==> src/rtl/instruction_encoder_if.sv <==
// Bundles the producer-side field handshake and the consumer-side packed
// instruction stream of the instruction encoder.
// Ports: enable_i/ready_o valid-ready handshake with decoded fields in;
//        Instruction_o/InstructionFormat_o/enable_o out with shouldStalled_i hold;
//        truncErr_o sticky truncation flag. slave = encoder view, master = driver view.
interface instruction_encoder_if;
   logic        enable_i;
   logic        ready_o;
   logic        instructionFormat_i;
   logic        isBranch_i;
   logic [6:0]  opcode_i;
   logic [4:0]  primOperand_i;
   logic [15:0] secOperand_i;
   logic        shouldStalled_i;
   logic [29:0] Instruction_o;
   logic        InstructionFormat_o;
   logic        enable_o;
   logic        truncErr_o;

   modport slave (
      input  enable_i, instructionFormat_i, isBranch_i, opcode_i,
             primOperand_i, secOperand_i, shouldStalled_i,
      output ready_o, Instruction_o, InstructionFormat_o, enable_o, truncErr_o
   );

   modport master (
      output enable_i, instructionFormat_i, isBranch_i, opcode_i,
             primOperand_i, secOperand_i, shouldStalled_i,
      input  ready_o, Instruction_o, InstructionFormat_o, enable_o, truncErr_o
   );
endinterface

==> src/rtl/instruction_encoder.sv <==
// Packs decoded instruction fields into a 30-bit word and queues them in a DEPTH-entry FIFO.
// Latency: an entry accepted at edge E appears on the outputs after edge E+1 (no bypass).
// Backpressure: ready_o drops when the FIFO is full; shouldStalled_i freezes the outputs and pops.
// Ports: clock_i, reset_i (sync, active-high), bus (instruction_encoder_if.slave).
module instruction_encoder #(
   parameter int DEPTH = 4
) (
   input logic                  clock_i,
   input logic                  reset_i,
   instruction_encoder_if.slave bus
);
   localparam int PTR_W = (DEPTH > 1) ? $clog2(DEPTH) : 1;
   localparam int CNT_W = PTR_W + 1;
   localparam logic [CNT_W-1:0] FULL = CNT_W'(DEPTH);

   // Each entry: {format bit, packed 30-bit word}.
   logic [30:0]      mem [DEPTH];
   logic [PTR_W-1:0] wr_ptr;
   logic [PTR_W-1:0] rd_ptr;
   logic [CNT_W-1:0] count;

   logic [29:0] instr_q;
   logic        fmt_q;
   logic        en_q;
   logic        trunc_q;

   logic        ready;
   logic        push;
   logic        pop;
   logic        trunc_hit;
   logic [29:0] packed_word;

   // Derived from registered count only, so no combinational path from the inputs.
   assign ready = (count != FULL);
   assign push  = bus.enable_i & ready;
   // Pop decision uses the registered count; a push this edge cannot be popped until the next.
   assign pop   = ~bus.shouldStalled_i & (count != '0);

   // Format 0 carries only a 5-bit register in the operand field; any upper bits are lost.
   assign trunc_hit = ~bus.instructionFormat_i & (bus.secOperand_i[15:5] != 11'd0);

   always_comb begin
      packed_word        = '0;
      packed_word[28]    = bus.isBranch_i;
      packed_word[27:21] = bus.opcode_i;
      packed_word[20:16] = bus.primOperand_i;
      if (bus.instructionFormat_i) begin
         packed_word[15:0] = bus.secOperand_i;
      end else begin
         packed_word[15:11] = bus.secOperand_i[4:0];
      end
   end

   // Storage needs no reset: occupancy is tracked by the pointers and count.
   always_ff @(posedge clock_i) begin
      if (!reset_i && push) begin
         mem[wr_ptr] <= {bus.instructionFormat_i, packed_word};
      end
   end

   always_ff @(posedge clock_i) begin
      if (reset_i) begin
         wr_ptr  <= '0;
         rd_ptr  <= '0;
         count   <= '0;
         instr_q <= '0;
         fmt_q   <= 1'b0;
         en_q    <= 1'b0;
         trunc_q <= 1'b0;
      end else begin
         if (push) begin
            wr_ptr <= wr_ptr + PTR_W'(1);
            if (trunc_hit) begin
               trunc_q <= 1'b1;
            end
         end

         if (pop) begin
            {fmt_q, instr_q} <= mem[rd_ptr];
            rd_ptr           <= rd_ptr + PTR_W'(1);
            en_q             <= 1'b1;
         end else if (!bus.shouldStalled_i) begin
            // Empty and not stalled: drop valid but keep the last word visible.
            en_q <= 1'b0;
         end

         case ({push, pop})
            2'b10:   count <= count + CNT_W'(1);
            2'b01:   count <= count - CNT_W'(1);
            default: count <= count;
         endcase
      end
   end

   assign bus.ready_o             = ready;
   assign bus.Instruction_o       = instr_q;
   assign bus.InstructionFormat_o = fmt_q;
   assign bus.enable_o            = en_q;
   assign bus.truncErr_o          = trunc_q;
endmodule

==> src/flat_wrapper.sv <==
// flat-port wrapper written by rule: the top's interface ports become plain ports
module instruction_encoder_flat 
#(
   parameter int DEPTH = 4
)
  (clock_i, reset_i, bus_enable_i, bus_instructionFormat_i, bus_isBranch_i, bus_opcode_i, bus_primOperand_i, bus_secOperand_i, bus_shouldStalled_i, bus_ready_o, bus_Instruction_o, bus_InstructionFormat_o, bus_enable_o, bus_truncErr_o);
  instruction_encoder_if bus_i ();
  input logic clock_i;
  input logic reset_i;
  input wire logic [$bits(bus_i.enable_i)-1:0] bus_enable_i;
  input wire logic [$bits(bus_i.instructionFormat_i)-1:0] bus_instructionFormat_i;
  input wire logic [$bits(bus_i.isBranch_i)-1:0] bus_isBranch_i;
  input wire logic [$bits(bus_i.opcode_i)-1:0] bus_opcode_i;
  input wire logic [$bits(bus_i.primOperand_i)-1:0] bus_primOperand_i;
  input wire logic [$bits(bus_i.secOperand_i)-1:0] bus_secOperand_i;
  input wire logic [$bits(bus_i.shouldStalled_i)-1:0] bus_shouldStalled_i;
  output wire logic [$bits(bus_i.ready_o)-1:0] bus_ready_o;
  output wire logic [$bits(bus_i.Instruction_o)-1:0] bus_Instruction_o;
  output wire logic [$bits(bus_i.InstructionFormat_o)-1:0] bus_InstructionFormat_o;
  output wire logic [$bits(bus_i.enable_o)-1:0] bus_enable_o;
  output wire logic [$bits(bus_i.truncErr_o)-1:0] bus_truncErr_o;
  assign bus_i.enable_i = bus_enable_i;
  assign bus_i.instructionFormat_i = bus_instructionFormat_i;
  assign bus_i.isBranch_i = bus_isBranch_i;
  assign bus_i.opcode_i = bus_opcode_i;
  assign bus_i.primOperand_i = bus_primOperand_i;
  assign bus_i.secOperand_i = bus_secOperand_i;
  assign bus_i.shouldStalled_i = bus_shouldStalled_i;
  assign bus_ready_o = bus_i.ready_o;
  assign bus_Instruction_o = bus_i.Instruction_o;
  assign bus_InstructionFormat_o = bus_i.InstructionFormat_o;
  assign bus_enable_o = bus_i.enable_o;
  assign bus_truncErr_o = bus_i.truncErr_o;
  instruction_encoder #(.DEPTH(DEPTH)) u_core (.clock_i(clock_i), .reset_i(reset_i), .bus(bus_i));
endmodule
==> config.mk <==
export PLATFORM = sky130hd
export DESIGN_NAME = instruction_encoder_flat
export DESIGN_NICKNAME = d
export VERILOG_FILES = /design/src/rtl/instruction_encoder_if.sv /design/src/rtl/instruction_encoder.sv /design/src/flat_wrapper.sv
export SDC_FILE = /design/constraint.sdc
export NUM_CORES = 1
export LEC_CHECK = 0
export CORE_AREA = 4 4 120 122
export CTS_BUF_LIST = sky130_fd_sc_hd__clkbuf_2
export DETAILED_ROUTE_END_ITERATION = 10
export DIE_AREA = 0 0 124 126
export GPL_TIMING_DRIVEN = 0
export HOLD_SLACK_MARGIN = 0.06
export PLACE_DENSITY = 0.66
export SLEW_MARGIN = 10
export SYNTH_ARGS = -nofsm -noshare
export SYNTH_HDL_FRONTEND = slang
export SYNTH_SLANG_ARGS = --single-unit
==> constraint.sdc <==
create_clock -name clock_i -period 4.9 [get_ports clock_i]
set_clock_uncertainty 0.1 [all_clocks]
set_input_delay 0.49 -clock clock_i [delete_from_list [all_inputs] [get_ports clock_i]]
set_output_delay 0.49 -clock clock_i [all_outputs]
set_load 0.05 [all_outputs]
==> reports/qor.yml, run 1 <==
dr_total_vias: 3073
gp_congestion: 0.734
p_sw_share_pct: 31.6
cts_buffers: 17
met1_usage_pct: 21.5
cts_tree: "yes"
cp.required_ps: 4310
seqPwrFrac_pct: 50.4
ys.flop_type: "edfxtp_1"
cp_max_fo: 5
fin_crit_ps: 2970
grt-ovfl-total: 0
cts.repair.resized: 0
cts_setup_buffers: 0
area_delta_synth_final_pct: 19.8
hold_class: "input pin to flip-flop"
rsz0062_at_grt: "no"
synth.distinct_cells: 29
cp.arrival_ps: 2380
cpLargestDelayFamily: "buffers and inverters"
relSlewSlack_pct: 55.6
fin_ws_ps: 1930
status: "complete, no violations"
cts_buffer_depth: 2
netlist_area_mm2: 0.00594
antennaDiodeCount: 0
die_w_um: 124
num-nets-final: 439
root_buffer: "clkbuf_2"
grt_pass1_wl_um: 17900
clk_latency_ps: 690
synth_edf_count: 120
path_class: "flip-flop to primary output"
busiest_layer: "met2"
antenna_found_initial: 0
avgRoutedWirePerCell_um: 19.0
synth_seq_area_share_pct: 73.8
post-dp-hpwl_um: 7310
grt_pass1_vias: 3277
fp-row-count: 42
drc: 0
netSwitchingPower_uw: 1030
synthArstFlopShare_pct: 0
synthCells: 310
core_mm2: 0.0132
max-vdd-ir-drop_v: 0.000289
report.final.slew_viol_count: 0
synth_area_per_cell_um2: 19.2
grt.met2_usage_pct: 24.0
tns_ps: 0
post-route-period-util_pct: 60.6
num_io_pins: 68
finalHoldViolations: 0
drt-initial-drc-count: 330
die-height_um: 126
max_cap_viol_count: 0
via_per_inst: 5.24
grt_max_degree: 29
syn-num-nets: 350
slowest_delay_ps: 730
start_util_pct: 45.0
setup_viol: 0
yosysWarnings: 0
ctsHtreeMaxLevel: 4
p_per_area_mw_per_mm2: 459
clock_power_share_pct: 20.0
routed_wl_um: 11200
fillCellCount: 1049
critPathLaunchType: "flip-flop"
die_area_mm2: 0.0156
clkSlewWorstSetupHoldPaths_ps: 220
gr-usage-all-layers_pct: 15.6
p_int_uw: 2230
met3_usage_pct: 4.89
synth-seq-cells: 159
utilization_pct: 53.9
combPwrFrac_pct: 29.6
drtPass1Iterations: 4
dpl_worst_slack_ps: 2190
fmax_mhz: 337
worst_slew_pin_slew_ps: 666
cts_sinks: 159
multiInputGateArea_mm2: 0.00140
postCtsHoldBufs: 0
ant_nets: 0
seqCellArea_mm2: 0.00438
drive_above_1_share_pct: 19.7
p_leak_uw: 0.00236
crit_chain: "nor3b_1 -> inv_1 -> clkdlybuf4s50_1"
port_buffers: 66
slowest_stage: "clkdlybuf4s50_1"
end_kind: "primary output"
worst-path-buf-inv: 2
==> worst paths after layout <==
path | startpoint | end | slack [ps] | cells past startpoint
max | u_core.count[2] | bus_ready_o | 1930 | 3
min | bus_opcode_i[1] | u_core.mem[2][22] | 300 | 1
max reg2reg | u_core.count[2] | u_core.count[2] | 2480 | 9
min reg2reg | u_core.bus.enable_o | u_core.bus.enable_o | 380 | 2
==> layout make-up <==
cell class,instances,share of cell area (%)
Sequential cell,159,61.6
Timing Repair Buffer,70,10.4
Inverter,11,0.580
Multi-Input combinational cell,123,19.7
Tap cell,176,3.10
Buffer,17,1.69
Clock buffer,23,1.62
Clock inverter,8,1.30
==> placed cells by master, fill, tap and decap left out, types with 3 or more instances in the layout <==
master	netlist	layout
and2_2	0	4
a21oi_1	6	6
clkbuf_1	9	9
and2_1	15	11
clkdlybuf4s50_1	0	66
o21ai_0	4	4
a22o_1	31	31
nand2_1	3	3
edfxtp_1	120	120
clkinv_1	0	3
nor2_1	4	4
mux4_2	29	29
mux2_2	5	5
nor3_1	4	4
buf_12	0	4
inv_1	11	11
clkbuf_2	0	23
buf_6	7	7
dfxtp_1	39	39
ha_1	5	5
==> metal layers <==
metal | part of all wire [%] | vias up
li1 | - | 1420
met1 | 43 | 1554
met2 | 49 | 87
met3 | 6.6 | 12
met4 | 1.2 | 0
met5 | 0 | -
==> metrics by stage <==
step | instance area (µm²) | hold slack (ps) | std cells | total power, µW
2_1_floorplan | 5940 | 379 | 310 | 2360
6_report | 7110 | 305 | 587 | 3270
5_1_grt | 7110 | 211 | 587 | 3450
3_3_place_gp | 6820 | 350 | 552 | 2640
3_5_place_dp | 6910 | 355 | 556 | 2660
4_1_cts | 7110 | 233 | 587 | 3310
==> power by group through the flow <==
| stage | sequential, µW | clock (µW) | combinational [µW] |
|---|---|---|---|
| floorplan | 1900 | 0 | 454 |
| global placement | 1680 | 0 | 964 |
| detailed placement | 1680 | 0 | 982 |
| CTS | 1650 | 674 | 985 |
| global route | 1660 | 744 | 1040 |
| finish | 1650 | 654 | 968 |
==> registers in the layout (all words and copies together) (netlist names) <==
| signal | cells |
|---|---|
| u_core.bus.truncErr_o | 1 |
| u_core.mem | 120 |
| u_core.rd_ptr | 2 |
| u_core.bus.enable_o | 1 |
| u_core.count | 3 |
| u_core.bus.InstructionFormat_o | 1 |
| u_core.wr_ptr | 2 |
| u_core.bus.Instruction_o | 29 |
==> Yosys cell counts (all sizes together), types with 2 or more instances <==
master	number	area share (%)
edfxtp	120	61
dfxtp	39	13
a22o	31	4.6
mux4	30	11
and2	15	1.6
inv	11	0.70
clkbuf	9	0.57
buf	8	1.5
a21oi	7	0.78
ha	5	1.1
mux2	5	0.95
nor2	4	0.25
nor3	4	0.34
o21ai	4	0.34
nand2	3	0.19
or3	3	0.40
nand3	2	0.17
nor4	2	0.21
xor2	2	0.29
==> kinds of logic after synthesis <==
kind of cell	count (synthesis)	synth area share, %
flip-flops	159	73.8
other	1	0.0631
AND/OR/NAND/NOR	34	3.26
adder cells (fa/ha/maj)	6	1.39
AO/OA/AOI/OAI	45	6.09
XOR/XNOR	2	0.295
multiplexers	35	12.4
buffers and inverters	28	2.72
(Power assumes the default switching activity.)
==> run 2: changes to the inputs <==
--- a/config.mk
+++ b/config.mk
@@ -11,7 +11,7 @@
 export DIE_AREA = 0 0 124 126
 export GPL_TIMING_DRIVEN = 0
 export HOLD_SLACK_MARGIN = 0.06
-export PLACE_DENSITY = 0.66
+export PLACE_DENSITY = 0.68
 export SLEW_MARGIN = 10
 export SYNTH_ARGS = -nofsm -noshare
 export SYNTH_HDL_FRONTEND = slang
==> constraint.sdc (replaced) <==
create_clock -name clock_i -period 2.4 [get_ports clock_i]
set_clock_uncertainty 0.1 [all_clocks]
set_input_delay 0.24 -clock clock_i [delete_from_list [all_inputs] [get_ports clock_i]]
set_output_delay 0.24 -clock clock_i [all_outputs]
set_load 0.05 [all_outputs]
==> run 2 against run 1 <==
Net effect:
- worst hold slack got worse by 120 ps
- total power increased by 120%
- sequential share of layout area is 2.3 points lower
- critical endpoint is now u_core.count[2]
- wire length increased by 2.4%
- clock power rose to 2.7 times the previous value
- worst setup slack lost 1800 ps
==> reports/qor.yml, run 2 (synthesized netlist as in run 1, its figures left out) <==
area_delta_synth_final_pct: 24.5  # was 19.8%
p_leak_uw: 0.00247  # was 0.00236 µW
cts_sinks: 159  # unchanged
cp.required_ps: 2940  # was 4310 ps
p_int_uw: 4990  # was 2230 µW
hold_class: "input pin to flip-flop"  # unchanged
num-nets-final: 455  # was 439
holdWs_ps: 189  # was 305 ps
rsz0062_at_grt: "no"  # unchanged
worst-path-buf-inv: 5  # was 2
dr_total_vias: 3158  # was 3073
end_kind: "flip-flop"  # was primary output
port_buffers: 66  # unchanged
die_area_mm2: 0.0156  # unchanged
fin_crit_ps: 2310
hold_path_depth: 2  # was 1
multiInputGateArea_mm2: 0.00141  # was 0.00140 mm²
clkSlewWorstSetupHoldPaths_ps: 210  # was 220 ps
max-vdd-ir-drop_v: 0.000428  # was 0.000289 V
finalPower_uw: 7170  # was 3270 µW
cts_buffer_depth: 2  # unchanged
cts_tree: "yes"  # unchanged
netSwitchingPower_uw: 2180  # was 1030 µW
fp-row-count: 42  # unchanged
clk_latency_ps: 710  # was 690 ps
ctsHtreeMaxLevel: 4  # unchanged
seqCellArea_mm2: 0.00439  # was 0.00438 mm²
antennaDiodeCount: 0  # unchanged
grt_max_degree: 25  # was 29
cp_max_fo: 5  # unchanged
worst_slew_pin_slew_ps: 652  # was 666 ps
seqPwrFrac_pct: 47.1  # was 50.4%
drt-initial-drc-count: 219  # was 330
crit_chain: "dlygate4sd3_1 -> clkdlybuf4s50_1 -> inv_2 -> nand2_1 -> inv_1 -> ha_1 -> inv_1 -> fa_1 -> xor2_1 -> or3_1 -> a21oi_1"  # was nor3b_1 -> inv_1 -> clkdlybuf4s50_1
grt-ovfl-total: 0  # unchanged
core_mm2: 0.0132  # unchanged
p_sw_share_pct: 30.4  # was 31.6%
relSlewSlack_pct: 56.5  # was 55.6%
status: "complete, no violations"  # unchanged
min_from: "bus_secOperand_i[0]"  # was bus_opcode_i[1]
grt_pass1_vias: 3310  # was 3277
slowest_stage: "dlygate4sd3_1"  # was clkdlybuf4s50_1
layout_common_cells: "edfxtp_1, clkdlybuf4s50_1, dfxtp_1"  # unchanged
start_util_pct: 45.0  # unchanged
setup_viol: 0  # unchanged
fmax_mhz: 434
antenna_found_initial: 0  # unchanged
drc: 0  # unchanged
rr_endpoint: "u_core.count[2]"  # unchanged
p_per_area_mw_per_mm2: 970  # was 459 mW/mm²
top_register: "u_core.mem"  # unchanged
worstReg2RegStart: "u_core.count[1]"  # was u_core.count[2]
fin_cells: 603  # was 587
fillCellCount: 1013  # was 1049
drive_above_1_share_pct: 20.8  # was 19.7%
gp_congestion: 0.703  # was 0.734
largest_reg_flops: 120  # unchanged
routed_wl_um: 11400  # was 11200 µm
max_cap_viol_count: 0  # unchanged
drtPass1Iterations: 4  # unchanged
cp.arrival_ps: 2850  # was 2380 ps
final_common_cell: "edfxtp_1"  # unchanged
clock_power_share_pct: 24.8  # was 20.0%
post-route-period-util_pct: 96.1
critPathLaunchType: "input pin"  # was flip-flop
grt_pass1_wl_um: 17800  # was 17900 µm
cpLargestDelayFamily: "buffers and inverters"  # unchanged
num_io_pins: 68  # unchanged
post-dp-hpwl_um: 7440  # was 7310 µm
combPwrFrac_pct: 28.1  # was 29.6%
rr_worst_depth: 9  # unchanged
gr-usage-all-layers_pct: 15.5  # was 15.6%
avgRoutedWirePerCell_um: 19.0  # about the same
report.final.slew_viol_count: 0  # unchanged
cp_common_cell: "inv_1"
die-height_um: 126  # unchanged
slowest_delay_ps: 530  # was 730 ps
ant_nets: 0  # unchanged
reg2reg_slack_ps: 150  # was 2480 ps
root_buffer: "clkbuf_2"  # unchanged
via_per_inst: 5.24  # about the same
path_class: "input pin to flip-flop"  # was flip-flop to primary output
cts_buffers: 17  # unchanged
placed_cells: 556  # unchanged
hold_end: "u_core.mem[2][11]"  # was u_core.mem[2][22]
finalHoldViolations: 0  # unchanged
die_w_um: 124  # unchanged
run 2: per-layer routing:
metal | wire length, µm | up-vias | track usage (%)
met5 | 0 | - | 0
met4 | 223 | 0 | 6.31
met3 | 626 | 21 | 4.57
met2 | 5540 | 85 | 23.5
met1 | 5060 | 1602 | 21.0
li1 | - | 1450 | -
run 2: through the flow:
step	util (%)	setup TNS (ps)	worst slack (ps)	instance area (µm²)
2_1_floorplan	-	0	51.6	5940
3_3_place_gp	51.7	-87820	-754	6820
3_5_place_dp	52.4	-1120	-114	6910
4_1_cts	56.0	0	24.0	7390
5_1_grt	56.1	0	2.55	7390
6_report	56.1	0	93.4	7390
run 2: timing repair:
action | CTS | global route
endpoints found under the setup margin | 2 | 2
buffers inserted | 0 | 0
endpoints found under the hold margin | 59 | 0
hold buffers | 16 | 0
gates resized for setup | 2 | 6
run 2: final cells by class:
| class | count | area share (%) |
|---|---|---|
| Sequential cell | 159 | 59.3 |
| Multi-Input combinational cell | 123 | 19.1 |
| Timing Repair Buffer | 86 | 12.2 |
| Tap cell | 176 | 2.98 |
| Clock inverter | 12 | 2.93 |
| Buffer | 17 | 1.62 |
| Clock buffer | 19 | 1.29 |
| Inverter | 11 | 0.558 |
run 2: power by group through the flow:
stage / combinational [µW] / clock, µW / sequential [µW]
finish: 2010 / 1780 / 3380
CTS: 2050 / 1820 / 3370
floorplan: 929 / 0 / 3880
global route: 2160 / 1910 / 3410
detailed placement: 2020 / 0 / 3430
global placement: 1970 / 0 / 3430
run 2: worst max path at each step:
| stage | from | endpoint | slack (ps) | cells past startpoint |
|---|---|---|---|---|
| finish | bus_shouldStalled_i | u_core.count[2] | 90 | 11 |
| global route | u_core.bus.Instruction_o[11] | bus_Instruction_o[11] | 3 | 1 |
| CTS | u_core.bus.Instruction_o[11] | bus_Instruction_o[11] | 20 | 1 |
| detailed placement | bus_shouldStalled_i | u_core.count[2] | -110 | 10 |
| global placement | bus_enable_i | u_core.mem[0][20] | -750 | 4 |
| floorplan | u_core.count[2] | u_core.count[2] | 50 | 9 |
run 2: worst register-to-register path: stages, from the launching register on:
cell	delay, ps
dfxtp_1	480
or3_4	200
nand2_1	80
inv_1	100
ha_1	190
inv_1	60
fa_1	370
xor2_1	160
or3_1	310
a21oi_1	140
==> run 3: changes to the inputs <==
--- a/config.mk
+++ b/config.mk
@@ -5,10 +5,10 @@
 export SDC_FILE = /design/constraint.sdc
 export NUM_CORES = 1
 export LEC_CHECK = 0
-export CORE_AREA = 4 4 120 122
+export CORE_AREA = 2 2 118 120
 export CTS_BUF_LIST = sky130_fd_sc_hd__clkbuf_2
 export DETAILED_ROUTE_END_ITERATION = 10
-export DIE_AREA = 0 0 124 126
+export DIE_AREA = 0 0 120 122
 export GPL_TIMING_DRIVEN = 0
 export HOLD_SLACK_MARGIN = 0.06
 export PLACE_DENSITY = 0.68
==> run 3 against run 2 <==
Net effect:
- sequential cell count did not move
- worst hold slack improved by 13 ps
- combinational power barely moved
- highest routed layer unchanged
==> reports/qor.yml, run 3 (synthesized netlist as in run 1, its figures left out) <==
cts_buffers: 17  # unchanged
fmax_mhz: 432  # was 434 MHz
slowest_stage: "dlygate4sd3_1"  # unchanged
post-dp-hpwl_um: 7220  # was 7440 µm
clock_power_share_pct: 21.2  # was 24.8%
combPwrFrac_pct: 29.3  # was 28.1%
routed_wl_um: 11100  # was 11400 µm
finalPower_uw: 6810  # was 7170 µW
port_buffers: 66  # unchanged
holdWs_ps: 202  # was 189 ps
cpLargestDelayFamily: "buffers and inverters"  # unchanged
cts_buffer_depth: 2  # unchanged
drc: 0  # unchanged
via_per_inst: 5.10  # was 5.24
rsz0062_at_grt: "no"  # unchanged
post-route-period-util_pct: 96.5  # was 96.1%
grt_pass1_vias: 3184  # was 3310
core_mm2: 0.0135  # was 0.0132 mm²
ctsHtreeMaxLevel: 4  # unchanged
crit_chain: "dlygate4sd3_1 -> clkdlybuf4s50_1 -> inv_1 -> nand2_1 -> inv_1 -> ha_1 -> inv_1 -> fa_1 -> xor2_1 -> or3_1 -> a21oi_1"  # was dlygate4sd3_1 -> clkdlybuf4s50_1 -> inv_2 -> nand2_1 -> inv_1 -> ha_1 -> inv_1 -> fa_1 -> xor2_1 -> or3_1 -> a21oi_1
p_sw_share_pct: 31.4  # was 30.4%
report.final.slew_viol_count: 0  # unchanged
die_w_um: 120  # was 124 µm
grt_pass1_wl_um: 17100  # was 17800 µm
design_area_mm2: 0.00732  # was 0.00739 mm²
relSlewSlack_pct: 55.7  # was 56.5%
root_buffer: "clkbuf_2"  # unchanged
hold_class: "input pin to flip-flop"  # unchanged
die_area_mm2: 0.0146  # was 0.0156 mm²
status: "complete, no violations"  # unchanged
grt_max_degree: 25  # unchanged
grt-ovfl-total: 0  # unchanged
clkSlewWorstSetupHoldPaths_ps: 220  # was 210 ps
cts_sinks: 159  # unchanged
drive_above_1_share_pct: 20.1  # was 20.8%
antenna_found_initial: 1  # was 0
slowest_delay_ps: 530  # about the same
netSwitchingPower_uw: 2140  # was 2180 µW
p_int_uw: 4670  # was 4990 µW
gr-usage-all-layers_pct: 16.0  # was 15.5%
worst_slew_pin_slew_ps: 665  # was 652 ps
final_common_cell: "edfxtp_1"  # unchanged
num-nets-final: 455  # unchanged
max-vdd-ir-drop_v: 0.000353  # was 0.000428 V
die-height_um: 122  # was 126 µm
cp_common_cell: "inv_1"  # unchanged
seqPwrFrac_pct: 49.4  # was 47.1%
utilization_pct: 54.2  # was 56.1%
area_delta_synth_final_pct: 23.1  # was 24.5%
cp_max_fo: 5  # unchanged
drtPass1Iterations: 6  # was 4
largest_reg_flops: 120  # unchanged
placed_area_mm2: 0.00691  # about the same
dr_total_vias: 3104  # was 3158
clk_latency_ps: 710  # about the same
avgRoutedWirePerCell_um: 18.2  # was 19.0 µm
gp_congestion: 0.725  # was 0.703
p_leak_uw: 0.00244  # was 0.00247 µW
fin_crit_ps: 2310  # about the same
layout_common_cells: "edfxtp_1, clkdlybuf4s50_1, dfxtp_1"  # unchanged
p_per_area_mw_per_mm2: 930  # was 970 mW/mm²
cp.required_ps: 2950  # was 2940 ps
start_util_pct: 44.0  # was 45.0%
finalHoldViolations: 0  # unchanged
path_class: "input pin to flip-flop"  # unchanged
end_kind: "flip-flop"  # unchanged
num_io_pins: 68  # unchanged
setup_viol: 0  # unchanged
cp.arrival_ps: 2860  # was 2850 ps
ant_nets: 0  # unchanged
worst-path-buf-inv: 5  # unchanged
max_cap_viol_count: 0  # unchanged
critPathLaunchType: "input pin"  # unchanged
cts_tree: "yes"  # unchanged
fp-row-count: 43  # was 42
drt-initial-drc-count: 216  # was 219
top_register: "u_core.mem"  # unchanged
## run 3: changes by cell type in the layout (fill, tap and decap cells not counted), moves of 2 or more
cell	change
bufinv_16	-3
clkinv_2	+3
dfxtp_1	+2
dfxtp_2	-2
## run 3: final timing paths
path	from	endpoint	slack (ps)	cells after the start
setup / recovery	bus_shouldStalled_i	u_core.count[2]	90	11
hold / removal	bus_secOperand_i[9]	u_core.mem[3][9]	200	2
setup reg to reg	u_core.count[2]	u_core.count[2]	140	9
hold reg to reg	u_core.bus.enable_o	u_core.bus.enable_o	380	2
## run 3: worst register-to-register path, stage by stage, from the launching register on
cell and delay (ps):
dfxtp_1 430, nor3b_2 290, inv_2 90, nand2_1 90, ha_1 190, inv_1 60
fa_1 370, xor2_1 160, or3_1 300, a21oi_1 140
## run 3: routing by layer
layer	part of all wire, %	track usage, %
met2	50	25.4
met3	5.1	4.49
met4	1.1	6.18
met5	0	0
met1	44	21.1
## run 3: power groups by stage
| stage | clock network (µW) | registers (µW) | logic (µW) |
|---|---|---|---|
| after floorplan | 0 | 3880 | 929 |
| after global placement | 0 | 3420 | 1960 |
| after detailed placement | 0 | 3430 | 2000 |
| after CTS | 1490 | 3370 | 2030 |
| after global routing | 1580 | 3390 | 2140 |
| final | 1440 | 3370 | 2000 |
## run 3: final cells by class
type | instances | area, µm²
Tap cell | 180 | 225
Multi-Input combinational cell | 123 | 1410
Sequential cell | 159 | 4380
Inverter | 11 | 41.3
Antenna cell | 1 | 2.50
Fill cell | 1061 | 6190
Timing Repair Buffer | 86 | 896
Clock buffer | 19 | 95.1
Buffer | 17 | 120
Clock inverter | 13 | 146
## run 3: per-stage QoR
stage | instances | TNS (ps) | worst slack [ps]
global route | 609 | 0 | 3.63
finish | 609 | 0 | 85.1
floorplan | 310 | 0 | 51.6
CTS | 608 | 0 | 50.5
detailed placement | 560 | -88.0 | -88.0
global placement | 556 | -85510 | -733
## run 3: repair_timing
item,4_1_cts,5_1_grt
setup endpoints to repair,2,1
hold buffers,16,0
gates cloned,0,0
hold endpoints to repair,59,0
resized for setup,2,2
buffers inserted,0,0
